### src/rtl/ref_fetch_pkg.sv
// Shared constants for the reference-sequence port-A read sequencer.
// State encodings and word/byte geometry used by the control and the FIFO.
package ref_fetch_pkg;

  localparam logic [1:0] ST_IDLE  = 2'd0;
  localparam logic [1:0] ST_FETCH = 2'd1;
  localparam logic [1:0] ST_DRAIN = 2'd2;

  localparam int BYTES_PER_WORD = 4;
  localparam int WORD_SHIFT     = 2;

endpackage

### src/rtl/ref_fetch_fifo.sv
// Synchronous first-word-fall-through return buffer for fetched words.
// Flush empties it in one cycle; push and pop may coincide at full or empty.
module ref_fetch_fifo #(
  parameter int DATA_WIDTH = 32,
  parameter int DEPTH      = 4
) (
  input  logic                    clk,
  input  logic                    resetn,
  input  logic                    push,
  input  logic [DATA_WIDTH-1:0]   push_data,
  input  logic                    pop,
  input  logic                    flush,
  output logic                    full,
  output logic                    empty,
  output logic [$clog2(DEPTH):0]  count,
  output logic [DATA_WIDTH-1:0]   head
);

  localparam int PTR_W = $clog2(DEPTH);

  logic [DATA_WIDTH-1:0] mem_r [DEPTH];
  logic [PTR_W-1:0]      wr_ptr_r;
  logic [PTR_W-1:0]      rd_ptr_r;
  logic [PTR_W:0]        count_r;
  logic                  do_push_s;
  logic                  do_pop_s;

  // Qualify requests against occupancy; a pop frees a slot for a same-cycle push.
  always_comb begin
    do_pop_s  = pop && (count_r != (PTR_W+1)'(0));
    do_push_s = push && ((count_r != (PTR_W+1)'(DEPTH)) || do_pop_s);
  end

  // Storage array, written on accepted push.
  always_ff @(posedge clk) begin
    if (do_push_s) begin
      mem_r[wr_ptr_r] <= push_data;
    end
  end

  // Pointers and occupancy.
  always_ff @(posedge clk or negedge resetn) begin
    if (!resetn) begin
      wr_ptr_r <= '0;
      rd_ptr_r <= '0;
      count_r  <= '0;
    end else if (flush) begin
      wr_ptr_r <= '0;
      rd_ptr_r <= '0;
      count_r  <= '0;
    end else begin
      if (do_push_s) wr_ptr_r <= wr_ptr_r + PTR_W'(1);
      if (do_pop_s)  rd_ptr_r <= rd_ptr_r + PTR_W'(1);
      case ({do_push_s, do_pop_s})
        2'b10:   count_r <= count_r + (PTR_W+1)'(1);
        2'b01:   count_r <= count_r - (PTR_W+1)'(1);
        default: count_r <= count_r;
      endcase
    end
  end

  assign full  = (count_r == (PTR_W+1)'(DEPTH));
  assign empty = (count_r == (PTR_W+1)'(0));
  assign count = count_r;
  assign head  = mem_r[rd_ptr_r];

endmodule

### src/rtl/ref_fetch_ctrl.sv
// Port-A burst read sequencer: issues word reads, absorbs the memory's
// registered read latency and returns words as a valid/ready stream.
module ref_fetch_ctrl
  import ref_fetch_pkg::*;
#(
  parameter int ADDR_WIDTH = 32,
  parameter int DATA_WIDTH = 32,
  parameter int LEN_WIDTH  = 16,
  parameter int FIFO_DEPTH = 4
) (
  input  logic                  clk,
  input  logic                  resetn,
  input  logic                  start,
  input  logic [ADDR_WIDTH-1:0] base_addr,
  input  logic [LEN_WIDTH-1:0]  num_words,
  input  logic                  abort,
  output logic                  busy,
  output logic                  done,
  output logic [ADDR_WIDTH-1:0] mem_addr,
  input  logic [DATA_WIDTH-1:0] mem_dout,
  output logic                  m_valid,
  output logic [DATA_WIDTH-1:0] m_data,
  output logic                  m_last,
  input  logic                  m_ready
);

  localparam int CNT_W  = $clog2(FIFO_DEPTH) + 1;
  localparam int USED_W = CNT_W + 1;

  logic [1:0]            state_r;
  logic [ADDR_WIDTH-1:0] addr_r;
  logic [LEN_WIDTH-1:0]  len_r;
  logic [LEN_WIDTH-1:0]  issue_cnt_r;
  logic [LEN_WIDTH-1:0]  pop_cnt_r;
  logic                  pend1_r;
  logic                  pend2_r;
  logic                  busy_r;
  logic                  done_r;

  logic                  fifo_full_s;
  logic                  fifo_empty_s;
  logic [CNT_W-1:0]      fifo_count_s;
  logic [DATA_WIDTH-1:0] fifo_head_s;
  logic [USED_W-1:0]     used_s;
  logic [ADDR_WIDTH-1:0] base_aligned_s;
  logic                  issue_s;
  logic                  flush_s;
  logic                  pop_s;
  logic                  push_s;
  logic                  last_head_s;

  // pend1: address on the bus this cycle; pend2: memory output valid this cycle.
  // Both hold credits so buffered plus outstanding words never exceed the FIFO.
  always_comb begin
    used_s         = USED_W'(fifo_count_s) + USED_W'(pend1_r) + USED_W'(pend2_r);
    base_aligned_s = base_addr & ~((ADDR_WIDTH'(1) << WORD_SHIFT) - ADDR_WIDTH'(1));
    flush_s        = abort && (state_r != ST_IDLE);
    pop_s          = !fifo_empty_s && m_ready && !flush_s;
    push_s         = pend2_r && !flush_s && (!fifo_full_s || pop_s);
    last_head_s    = (pop_cnt_r == (len_r - LEN_WIDTH'(1)));
    if (state_r == ST_FETCH) begin
      issue_s = !abort && (issue_cnt_r < len_r) && (used_s < USED_W'(FIFO_DEPTH));
    end else begin
      issue_s = 1'b0;
    end
  end

  // Control FSM, address/issue/return counters and the read-latency pipeline.
  always_ff @(posedge clk or negedge resetn) begin
    if (!resetn) begin
      state_r     <= ST_IDLE;
      addr_r      <= '0;
      len_r       <= '0;
      issue_cnt_r <= '0;
      pop_cnt_r   <= '0;
      pend1_r     <= 1'b0;
      pend2_r     <= 1'b0;
      busy_r      <= 1'b0;
      done_r      <= 1'b0;
    end else begin
      done_r  <= 1'b0;
      pend1_r <= 1'b0;
      pend2_r <= pend1_r;
      case (state_r)
        ST_IDLE: begin
          if (start) begin
            if (num_words == LEN_WIDTH'(0)) begin
              done_r <= 1'b1;
            end else begin
              // The first read goes out on the accepting edge itself.
              len_r       <= num_words;
              addr_r      <= base_aligned_s;
              issue_cnt_r <= LEN_WIDTH'(1);
              pop_cnt_r   <= '0;
              pend1_r     <= 1'b1;
              busy_r      <= 1'b1;
              state_r     <= (num_words == LEN_WIDTH'(1)) ? ST_DRAIN : ST_FETCH;
            end
          end
        end
        ST_FETCH, ST_DRAIN: begin
          if (abort) begin
            state_r <= ST_IDLE;
            busy_r  <= 1'b0;
            pend1_r <= 1'b0;
            pend2_r <= 1'b0;
          end else begin
            if (issue_s) begin
              addr_r      <= addr_r + ADDR_WIDTH'(BYTES_PER_WORD);
              issue_cnt_r <= issue_cnt_r + LEN_WIDTH'(1);
              pend1_r     <= 1'b1;
              if (issue_cnt_r == (len_r - LEN_WIDTH'(1))) state_r <= ST_DRAIN;
            end
            if (pop_s) begin
              pop_cnt_r <= pop_cnt_r + LEN_WIDTH'(1);
              if (last_head_s) begin
                state_r <= ST_IDLE;
                busy_r  <= 1'b0;
                done_r  <= 1'b1;
              end
            end
          end
        end
        default: begin
          state_r <= ST_IDLE;
          busy_r  <= 1'b0;
        end
      endcase
    end
  end

  ref_fetch_fifo #(
    .DATA_WIDTH (DATA_WIDTH),
    .DEPTH      (FIFO_DEPTH)
  ) u_fifo (
    .clk       (clk),
    .resetn    (resetn),
    .push      (push_s),
    .push_data (mem_dout),
    .pop       (pop_s),
    .flush     (flush_s),
    .full      (fifo_full_s),
    .empty     (fifo_empty_s),
    .count     (fifo_count_s),
    .head      (fifo_head_s)
  );

  assign busy     = busy_r;
  assign done     = done_r;
  assign mem_addr = addr_r;
  assign m_valid  = !fifo_empty_s;
  assign m_data   = fifo_empty_s ? DATA_WIDTH'(0) : fifo_head_s;
  assign m_last   = !fifo_empty_s && last_head_s;

endmodule

### config.mk
export PLATFORM = sky130hd
export DESIGN_NAME = ref_fetch_ctrl
export DESIGN_NICKNAME = d
export VERILOG_FILES = /design/src/rtl/ref_fetch_pkg.sv /design/src/rtl/ref_fetch_fifo.sv /design/src/rtl/ref_fetch_ctrl.sv
export SDC_FILE = /design/constraint.sdc
export NUM_CORES = 1
export LEC_CHECK = 0
export ABC_AREA = 1
export CAP_MARGIN = 20
export CORE_ASPECT_RATIO = 1.1
export CORE_UTILIZATION = 56
export DETAILED_ROUTE_END_ITERATION = 12
export PLACE_DENSITY_LB_ADDON = 0.12
export SLEW_MARGIN = 20
export SYNTH_ARGS = -nofsm -noshare
export SYNTH_HDL_FRONTEND = slang
export SYNTH_HIERARCHICAL = 1
export SYNTH_SLANG_ARGS = --single-unit
### constraint.sdc
create_clock -name clk -period 4.18 [get_ports clk]
set_input_delay 0.418 -clock clk [delete_from_list [all_inputs] [get_ports clk]]
set_output_delay 0.418 -clock clk [all_outputs]
set_load 0.005 [all_outputs]
After elaboration in Yosys (flattened, before gate mapping)
Memory sizes are Yosys's and may differ from the RTL's.
Index checks and enable logic that the tools add are counted.

word-level totals
  register bits after elaboration = 93
  RAM bits = 128
  bits of input ports = 85
  output and inout bits = 68
  word-level logic and storage cells = 126
  memories = 1

memory list
  name          words  bits a word  read ports  clocked after Yosys merged registers in  write ports  line                  RTL
  u_fifo.mem_r  4      32           1           0                                        1            ref_fetch_fifo.sv:21  logic [DATA_WIDTH-1:0] mem_r [DEPTH];

operators by class
  add/subtract/negate cells = 10
  $lt $le $gt $ge = 2
  equal/unequal tests = 16
  muxes and demuxes = 53
  bitwise operators = 1
  reductions and logical operators = 31

operators by type and width
  operator                                                                count
  32-bit two-way mux                                                      5
  16-bit two-way mux                                                      8
  16-bit one-hot mux with 2 select lines                                  2
  32-bit one-hot mux with 2 select lines                                  1
  16-bit by 1-bit adder with 16-bit output, second input constant         2
  32-bit by 3-bit adder with 32-bit output, second input constant         1
  16-bit equality test                                                    2
  2-bit two-way mux                                                       12
  1-bit two-way mux                                                       19
  16-bit by 1-bit equality test with 1-bit output, second input constant  1
  16-bit logical NOT                                                      1
  16-bit less-than comparator                                             1
  16-bit by 1-bit subtractor with 16-bit output, second input constant    1
  1-bit logical AND                                                       10
  5-bit AND reduction                                                     2
  2-bit inequality test, second input constant                            4
  2-bit nonzero test                                                      4
  3-bit inequality test, second input constant                            2
  1-bit one-hot mux with 2 select lines                                   3
  3-bit one-hot mux with 2 select lines                                   1
  3-bit nonzero test                                                      2
  2-bit by 1-bit adder with 2-bit output, second input constant           2
  3-bit by 1-bit adder with 4-bit output                                  1
  4-bit by 1-bit adder with 4-bit output                                  1
  other kinds (19)                                                        25

Longest topological paths before layout
Gate-level depths: netlist (run 1).

  word-level depth = 10
  mapped depth = 17
  depth with buffers taken out = 17

Modules after synthesis
Netlist (run 1), hierarchy kept.

modules (own cells, without submodules)
  module          times used  cells an instance  area each (µm²)  seq. area each (µm²)
  ref_fetch_ctrl  1           1010               6717.7           2102.0
  ref_fetch_fifo  1           374                5238.8           4018.9

Worst setup path after synthesis (run 1)
Ideal clock, no wire load.

  path type = reg-to-reg
  start = register u_fifo.count_r[0] (netlist: u_fifo/count[0])
  end = memory u_fifo.mem_r[0][0], enable pin
  setup time = 0.421 ns
  arrival = 2.762 ns
  required time = 3.759 ns
  setup slack = 0.997 ns
  stages on the path, launching flop included = 10
  buffers on the path = 1
  period minus slack after synthesis = 3.183 ns
  cells stage by stage = dfrtp_1 nor2_4 nand2_1 inv_1 clkbuf_1 inv_1 nand3_1 a21oi_1 o21ai_4 nor2_1

between the ends
  word-level cells in the longest chain between the ends = 9
  elaborated cells between the ends (all ways) = 15
  those cells by class = 2 x eq/ne; 2 x mux; 11 x reduce/logical

ends and longest elaborated chain
  what                                     line                  RTL
  from (decl)                              ref_fetch_fifo.sv:24  logic [PTR_W:0] count_r;
  from (signal assigned)                   ref_fetch_fifo.sv:55  2'b10: count_r <= count_r + (PTR_W+1)'(1);
  from (signal assigned)                   ref_fetch_fifo.sv:56  2'b01: count_r <= count_r - (PTR_W+1)'(1);
  from (signal assigned)                   ref_fetch_fifo.sv:57  default: count_r <= count_r;
  3-bit logical NOT                        ref_fetch_fifo.sv:63  assign empty = (count_r == (PTR_W+1)'(0));
  via fifo_empty_s                         ref_fetch_ctrl.sv:41  logic fifo_empty_s;
  1-bit logical NOT                        --
  via m_valid                              ref_fetch_ctrl.sv:21  output logic m_valid,
  1-bit logical AND (2 in a row)           ref_fetch_ctrl.sv:58  pop_s = !fifo_empty_s && m_ready && !flush_s;
  1-bit logical OR                         ref_fetch_ctrl.sv:59  push_s = pend2_r && !flush_s && (!fifo_full_s || pop_s);
  1-bit logical AND                        ref_fetch_ctrl.sv:59
  via push_s                               ref_fetch_ctrl.sv:49  logic push_s;
  1-bit logical AND                        ref_fetch_fifo.sv:31  do_push_s = push && ((count_r != (PTR_W+1)'(DEPTH)) || do_pop_s);
  1-bit two-way mux                        ref_fetch_fifo.sv:36  if (do_push_s) begin
  1-bit two-way mux (not written as such)  ref_fetch_fifo.sv:37  mem_r[wr_ptr_r] <= push_data;
  to (decl)                                ref_fetch_fifo.sv:21

The timed path passes the listed nets, and every way through them passes these cells.

Final worst setup path (run 1)
  start = register len_r[0]
  end = output m_last

between the ends
  word-level cells in the longest chain between the ends = 3

ends and longest elaborated chain
  what                                           line                   RTL
  from (decl)                                    ref_fetch_ctrl.sv:32   logic [LEN_WIDTH-1:0] len_r;
  from (signal assigned)                         ref_fetch_ctrl.sv:91   len_r <= num_words;
  16-bit by 1-bit subtractor with 16-bit output  ref_fetch_ctrl.sv:60   last_head_s = (pop_cnt_r == (len_r - LEN_WIDTH'(1)));
  16-bit equality test                           ref_fetch_ctrl.sv:60
  1-bit logical AND                              ref_fetch_ctrl.sv:153  assign m_last = !fifo_empty_s && last_head_s;
  to (decl)                                      ref_fetch_ctrl.sv:23   output logic m_last,

No other way between the ends.

==> flow_metrics.tcl, run 1 <==
set metrics [dict create \
    synthDistinctLibCells 44 \
    worstSetupStartpointType "flop" \
    synth_edf_count 128 \
    fmax_ghz 0.278 \
    setup_tns_ns 0 \
    required_ns 3.76 \
    syn_avg_cell_area_um2 8.64 \
    root_buffer "clkbuf_16" \
    cp_slowest_cell "clkdlybuf4s50_1" \
    ys_ff_latch 219 \
    critPathBufInv 2 \
    clock_skew_ns 0.0118 \
    post_drt_wl_per_cell_um 15.6 \
    final_nets 1638 \
    slew_headroom_pct 31.1 \
    postCtsHoldBufs 0 \
    numCtsBuffers 24 \
    leakagePower_nw 6.03 \
    synth_area_leaders "edfxtp_1 32%, dfrtp_1 19%, nand2_1 8.4%, nor2_1 6.1%, inv_1 4.7%" \
    ys_seq_area_share_pct 51.2 \
    finalPower_mw 9.89 \
    core_area_um2 20800 \
    insertion_delay_ns 0.51 \
    worstPathCellList "inv_2 > ha_1 > nand2_1 > nor2_1 > nand2_1 > nand2_1 > nand3_1 > nand2_1 > nand2_1 > nor2_1 > nand2_1 > nor2_4 > nand2_1 > nor2_1 > clkdlybuf4s50_1" \
    setup_viol 0 \
    numClockSinks 219 \
    drtIter0Drc 708 \
    syn_inst 1384 \
    place_hpwl_um 19400 \
    period_share_pct 86.0 \
    fin_cells 1826 \
    fin_ws_ns 0.584 \
    slew_violations 0 \
    peakVddDrop_v 0.000611 \
    max_cap_violations 0 \
    h-tree-depth 1 \
    drc 0 \
    powerDensity_nw_per_um2 684 \
    dr.pass1.iters 4 \
    grt_antenna_before_repair 0 \
    grt_max_degree 68 \
    clk_pin_slew_ns 0.06 \
    rsz0062_at_grt "false" \
    totalWireLength_um 28500 \
    synth_top_area_share_pct 32.1 \
    dieArea_um2 21900 \
    portBuffers 148 \
    worst_pin_slew_ns 1.03 \
    vias 9931 \
    cp_common_cell "nand2_1" \
    layout-drive-gt1-share_pct 7.14 \
    ant_nets 0 \
    grt.overflow.total 0 \
    area_growth_pct 21.1 \
    fillers 1662 \
    cts_buffer_depth 3 \
    syn_area_um2 12000 \
    fp.dieW_um 141 \
    cts_tree "built" \
    status "finished, final reports clean" \
    grt_pass1_vias 9537 \
    die_y_um 155 \
    worstSetupEndpointType "primary output" \
    grt_usage_pct 26.6 \
    std_cell_rows 55 \
    initial_core_util_pct 57.5 \
    fin_util_pct 69.6 \
    final-seq-area_um2 6120 \
    worstPathMaxFanout 5 \
    arrival_ns 3.18 \
    antenna_cells 0 \
    yosysTopAreaCell "edfxtp_1" \
    cts_setup_buffers 0 \
    globalplace.congestion 0.954 \
    finalCriticalPeriod_ns 3.60 \
    cts_resized 0 \
    slowest_delay_ns 0.52 \
    async_flop_share_pct 41.6 \
    ios 153 \
    vias_per_cell 5.44 \
    multi_input_area_um2 4960 \
    grt_pass1_wl_um 46600 \
    hold_viol 0 \
    hp-class "in -> async" \
    cp_top_family "simple AND/OR/NAND/NOR gates" \
    crit_type "reg -> out" \
    synth_ff_type "edfxtp_1" \
    dp_worst_setup_slack_ns 0.798 \
    place_inst 1783 \
    yosysWarningCount 6 \
]
-- state kept, by name, indices dropped and copies added (netlist names) --
| name | flops |
|---|---|
| u_fifo/mem_r | 128 |
| pend2_r | 1 |
| pop_cnt_r | 16 |
| state_r | 2 |
| u_fifo/wr_ptr_r | 2 |
| busy | 1 |
| u_fifo/rd_ptr_r | 2 |
| issue_cnt_r | 16 |
| mem_addr | 30 |
| len_r | 16 |
| done | 1 |
| u_fifo/count | 3 |
| pend1_r | 1 |
-- layout make-up --
cell class / instances / share of cell area, %
Clock buffer: 31 / 4.55
Inverter: 162 / 4.20
Tap cell: 285 / 2.46
Sequential cell: 219 / 42.3
Multi-Input combinational cell: 955 / 34.3
Clock inverter: 12 / 1.09
Timing Repair Buffer: 162 / 11.1
-- kinds of logic (layout without fill, tap and decap cells) --
logic type      count (synthesis)  in the layout  share of synthesized area [%]
flops                         219            219                           51.2
fa+ha+maj                      29             29                           3.10
xor+xnor                       38             38                           2.78
other cells                     1              2                         0.0314
compound gates                233            233                           11.2
buf+inv                       211            367                           7.42
simple gates                  653            653                           24.2
-- final timing paths --
kind	start	end	slack (ns)	cells after the start
hold reg to reg	pop_cnt_r[2]	pop_cnt_r[2]	0.48	1
max in group asynchronous	resetn	issue_cnt_r[13]	3.25	2
min in group clk	pop_cnt_r[2]	pop_cnt_r[2]	0.48	1
setup / recovery	len_r[0]	m_last	0.58	15
hold / removal	resetn	pop_cnt_r[6]	0.03	1
setup reg to reg	len_r[3]	mem_addr[19]	0.80	14
-- through the flow --
| stage | hold slack [ns] | cell area, µm² |
|---|---|---|
| floorplan | 0.122 | 12000 |
| global placement | 0.474 | 13700 |
| detailed placement | 0.472 | 13700 |
| CTS | 0.0711 | 14500 |
| global route | 0.111 | 14500 |
| finish | 0.0341 | 14500 |
-- placed cells by master, fill, tap and decap left out, types with 19 or more instances in the layout --
| master | synthesis | final |
|---|---|---|
| nor2_1 | 195 | 191 |
| xor2_1 | 29 | 29 |
| o21ai_0 | 94 | 94 |
| ha_1 | 28 | 28 |
| nor3_1 | 25 | 25 |
| o21ai_1 | 31 | 31 |
| clkdlybuf4s50_1 | 0 | 147 |
| nand4_1 | 19 | 19 |
| inv_1 | 149 | 149 |
| nand2_1 | 266 | 266 |
| o22ai_1 | 32 | 32 |
| clkbuf_16 | 0 | 25 |
| edfxtp_1 | 128 | 128 |
| nand3_1 | 102 | 102 |
| a21oi_1 | 36 | 36 |
| dfrtp_1 | 91 | 90 |
-- where the power goes --
| part | internal [mW] | switching, mW |
|---|---|---|
| clock | 1.35 | 0.835 |
| sequential | 2.76 | 0.484 |
| combinational | 1.82 | 2.64 |
-- cell usage after synthesis, types with 11 or more instances --
cell type / n
ha_1: 28
nor2_1: 195
nand3_1: 102
edfxtp_1: 128
a21oi_1: 36
o22ai_1: 32
clkbuf_1: 23
nor3_1: 25
inv_1: 149
dfrtp_1: 91
inv_2: 11
nand2_1: 266
o21ai_1: 31
o31ai_1: 13
buf_2: 13
xor2_1: 29
nand4_1: 19
o21ai_0: 94
-- per-layer routing --
metal  track usage [%]  vias to the layer above  wire length [µm]
met5                 0                        -                 0
met4              9.73                        0               933
met3              3.48                       70              1550
met2              47.1                      297             14000
met1              33.4                     4637             12000
li1                  -                     4927                 -
Note: power is estimated with default switching activity, not from simulation.
==> run 2, diff against run 1 <==
--- a/config.mk
+++ b/config.mk
@@ -8,7 +8,7 @@
 export ABC_AREA = 1
 export CAP_MARGIN = 20
 export CORE_ASPECT_RATIO = 1.1
-export CORE_UTILIZATION = 56
+export CORE_UTILIZATION = 40
 export DETAILED_ROUTE_END_ITERATION = 12
 export PLACE_DENSITY_LB_ADDON = 0.12
 export SLEW_MARGIN = 20
==> run 2 against run 1 <==
Against the previous run:
- the run now ends with hold timing left
- sequential cell count is the same
- clock power rose by 13%
- critical path depth unchanged
- utilization decreased by 20 points
- clock skew decreased by 0.0020 ns
==> flow_metrics.tcl, run 2 (synthesis results as in run 1) <==
set metrics [dict create \
    layout-drive-gt1-share_pct 7.70 \
    multi_input_area_um2 4990 \
    vias 9715 \
    finalCriticalPeriod_ns 3.61 \
    required_ns 3.76 \
    setup_viol 0 \
    area_growth_pct 23.2 \
    insertion_delay_ns 0.52 \
    clock_skew_ns 0.00979 \
    status "finished with violations" \
    dieArea_um2 30600 \
    initial_core_util_pct 40.6 \
    cts_buffer_depth 3 \
    finalInstanceArea_um2 14700 \
    crit_type "reg -> out" \
    top_register "u_fifo/mem_r" \
    fp.dieW_um 167 \
    numCtsBuffers 26 \
    holdWs_ns -0.00748 \
    grt_antenna_before_repair 0 \
    dr.pass1.iters 5 \
    post_drt_wl_per_cell_um 15.6 \
    root_buffer "clkbuf_16" \
    max_cap_violations 0 \
    worst_pin_slew_ns 0.886 \
    slew_violations 0 \
    grt_pass1_vias 9471 \
    ios 153 \
    arrival_ns 3.19 \
    postCtsHoldBufs 0 \
    place_hpwl_um 20400 \
    grt_pass1_wl_um 48800 \
    dp_worst_setup_slack_ns 1.07 \
    layout_commonest_cell "nand2_1" \
    globalplace.congestion 0.881 \
    numClockSinks 219 \
    fillers 2772 \
    ant_nets 0 \
    hp-class "in -> async" \
    grt_max_degree 66 \
    fin_cells 1920 \
    powerDensity_nw_per_um2 693 \
    fmax_ghz 0.277 \
    final_nets 1642 \
    grt.overflow.total 0 \
    largest_reg_flops 128 \
    violations "hold timing" \
    grt_usage_pct 19.9 \
    final_cell_mix "266 x nand2_1, 191 x nor2_1, 149 x inv_1" \
    cts_resized 0 \
    die_y_um 183 \
    place_inst 1873 \
    worstReg2RegStart "len_r[5]" \
    worstPathMaxFanout 5 \
    placed_cell_area_um2 13800 \
    std_cell_rows 66 \
    fin_ws_ns 0.571 \
    clk_pin_slew_ns 0.06 \
    portBuffers 148 \
    h-tree-depth 1 \
    drc 0 \
    setup_tns_ns 0 \
    worstSetupStartpointType "flop" \
    cts_tree "built" \
    antenna_cells 0 \
    core_area_um2 29500 \
    leakagePower_nw 6.10 \
    slew_headroom_pct 40.9 \
    period_share_pct 86.4 \
    hold_viol 8 \
    vias_per_cell 5.06 \
    drtIter0Drc 466 \
    final-seq-area_um2 6120 \
    rsz0062_at_grt "false" \
    cts_setup_buffers 0 \
    crit_path_start "len_r[0]" \
    worstSetupEndpointType "primary output" \
    totalWireLength_um 30000 \
    peakVddDrop_v 0.000563 \
]
==> run 2: cell count changes in the layout (fill, tap and decap cells not counted), moves of 3 or more <==
cell / delta
nor2_2: -4
nor2_4: +4
buf_4: +3
bufinv_16: +3
==> run 2: worst paths after layout <==
kind                                       to  depth (start not counted)  slack, ns
min in group clk                 mem_addr[10]                          3       0.46
max reg2reg                      mem_addr[12]                         14       1.16
max in group asynchronous  u_fifo/rd_ptr_r[0]                          2       3.23
max                                    m_last                         15       0.57
min                              mem_addr[25]                          1     -0.007
min reg2reg                           pend2_r                          2       0.50
==> run 2: metal layers <==
| layer | wire length [µm] | GRT usage (%) | up-vias |
|---|---|---|---|
| met5 | 0 | 0 | - |
| met4 | 753 | 6.00 | 0 |
| met3 | 1210 | 2.68 | 50 |
| met2 | 14800 | 35.7 | 197 |
| met1 | 13200 | 24.9 | 4525 |
| li1 | - | - | 4943 |
==> run 2: layout make-up <==
class	count	share of cell area (%)
Clock inverter	16	1.72
Tap cell	374	3.18
Timing Repair Buffer	164	10.9
Inverter	162	4.13
Multi-Input combinational cell	955	33.9
Clock buffer	30	4.66
Sequential cell	219	41.6
==> run 2: power by group <==
| group | internal (mW) | switching, mW |
|---|---|---|
| sequential | 2.76 | 0.496 |
| clock | 1.60 | 0.874 |
| combinational | 1.83 | 2.64 |
==> run 2: critical path: stages (launching register included) <==
cell and delay [ns]:
dfrtp_1 0.44, inv_2 0.14, ha_1 0.31, nand2_1 0.15, nor2_1 0.22, nand2_1 0.10, nand2_1 0.10, nand3_1 0.07
nand2_1 0.08, nand2_1 0.06, nor2_1 0.08, nand2_1 0.09, nor2_4 0.12, nand2_1 0.06, nor2_1 0.13, clkdlybuf4s50_1 0.52
==> run 2: metrics by stage <==
stage	util, %	hold slack, ns	total power [mW]
after detailed placement	46.7	0.487	7.80
after global placement	46.7	0.481	7.74
final	50.0	-0.00748	10.2
after CTS	49.9	0.0210	10.3
after floorplan	-	0.122	6.14
after global routing	50.0	0.0622	11.1
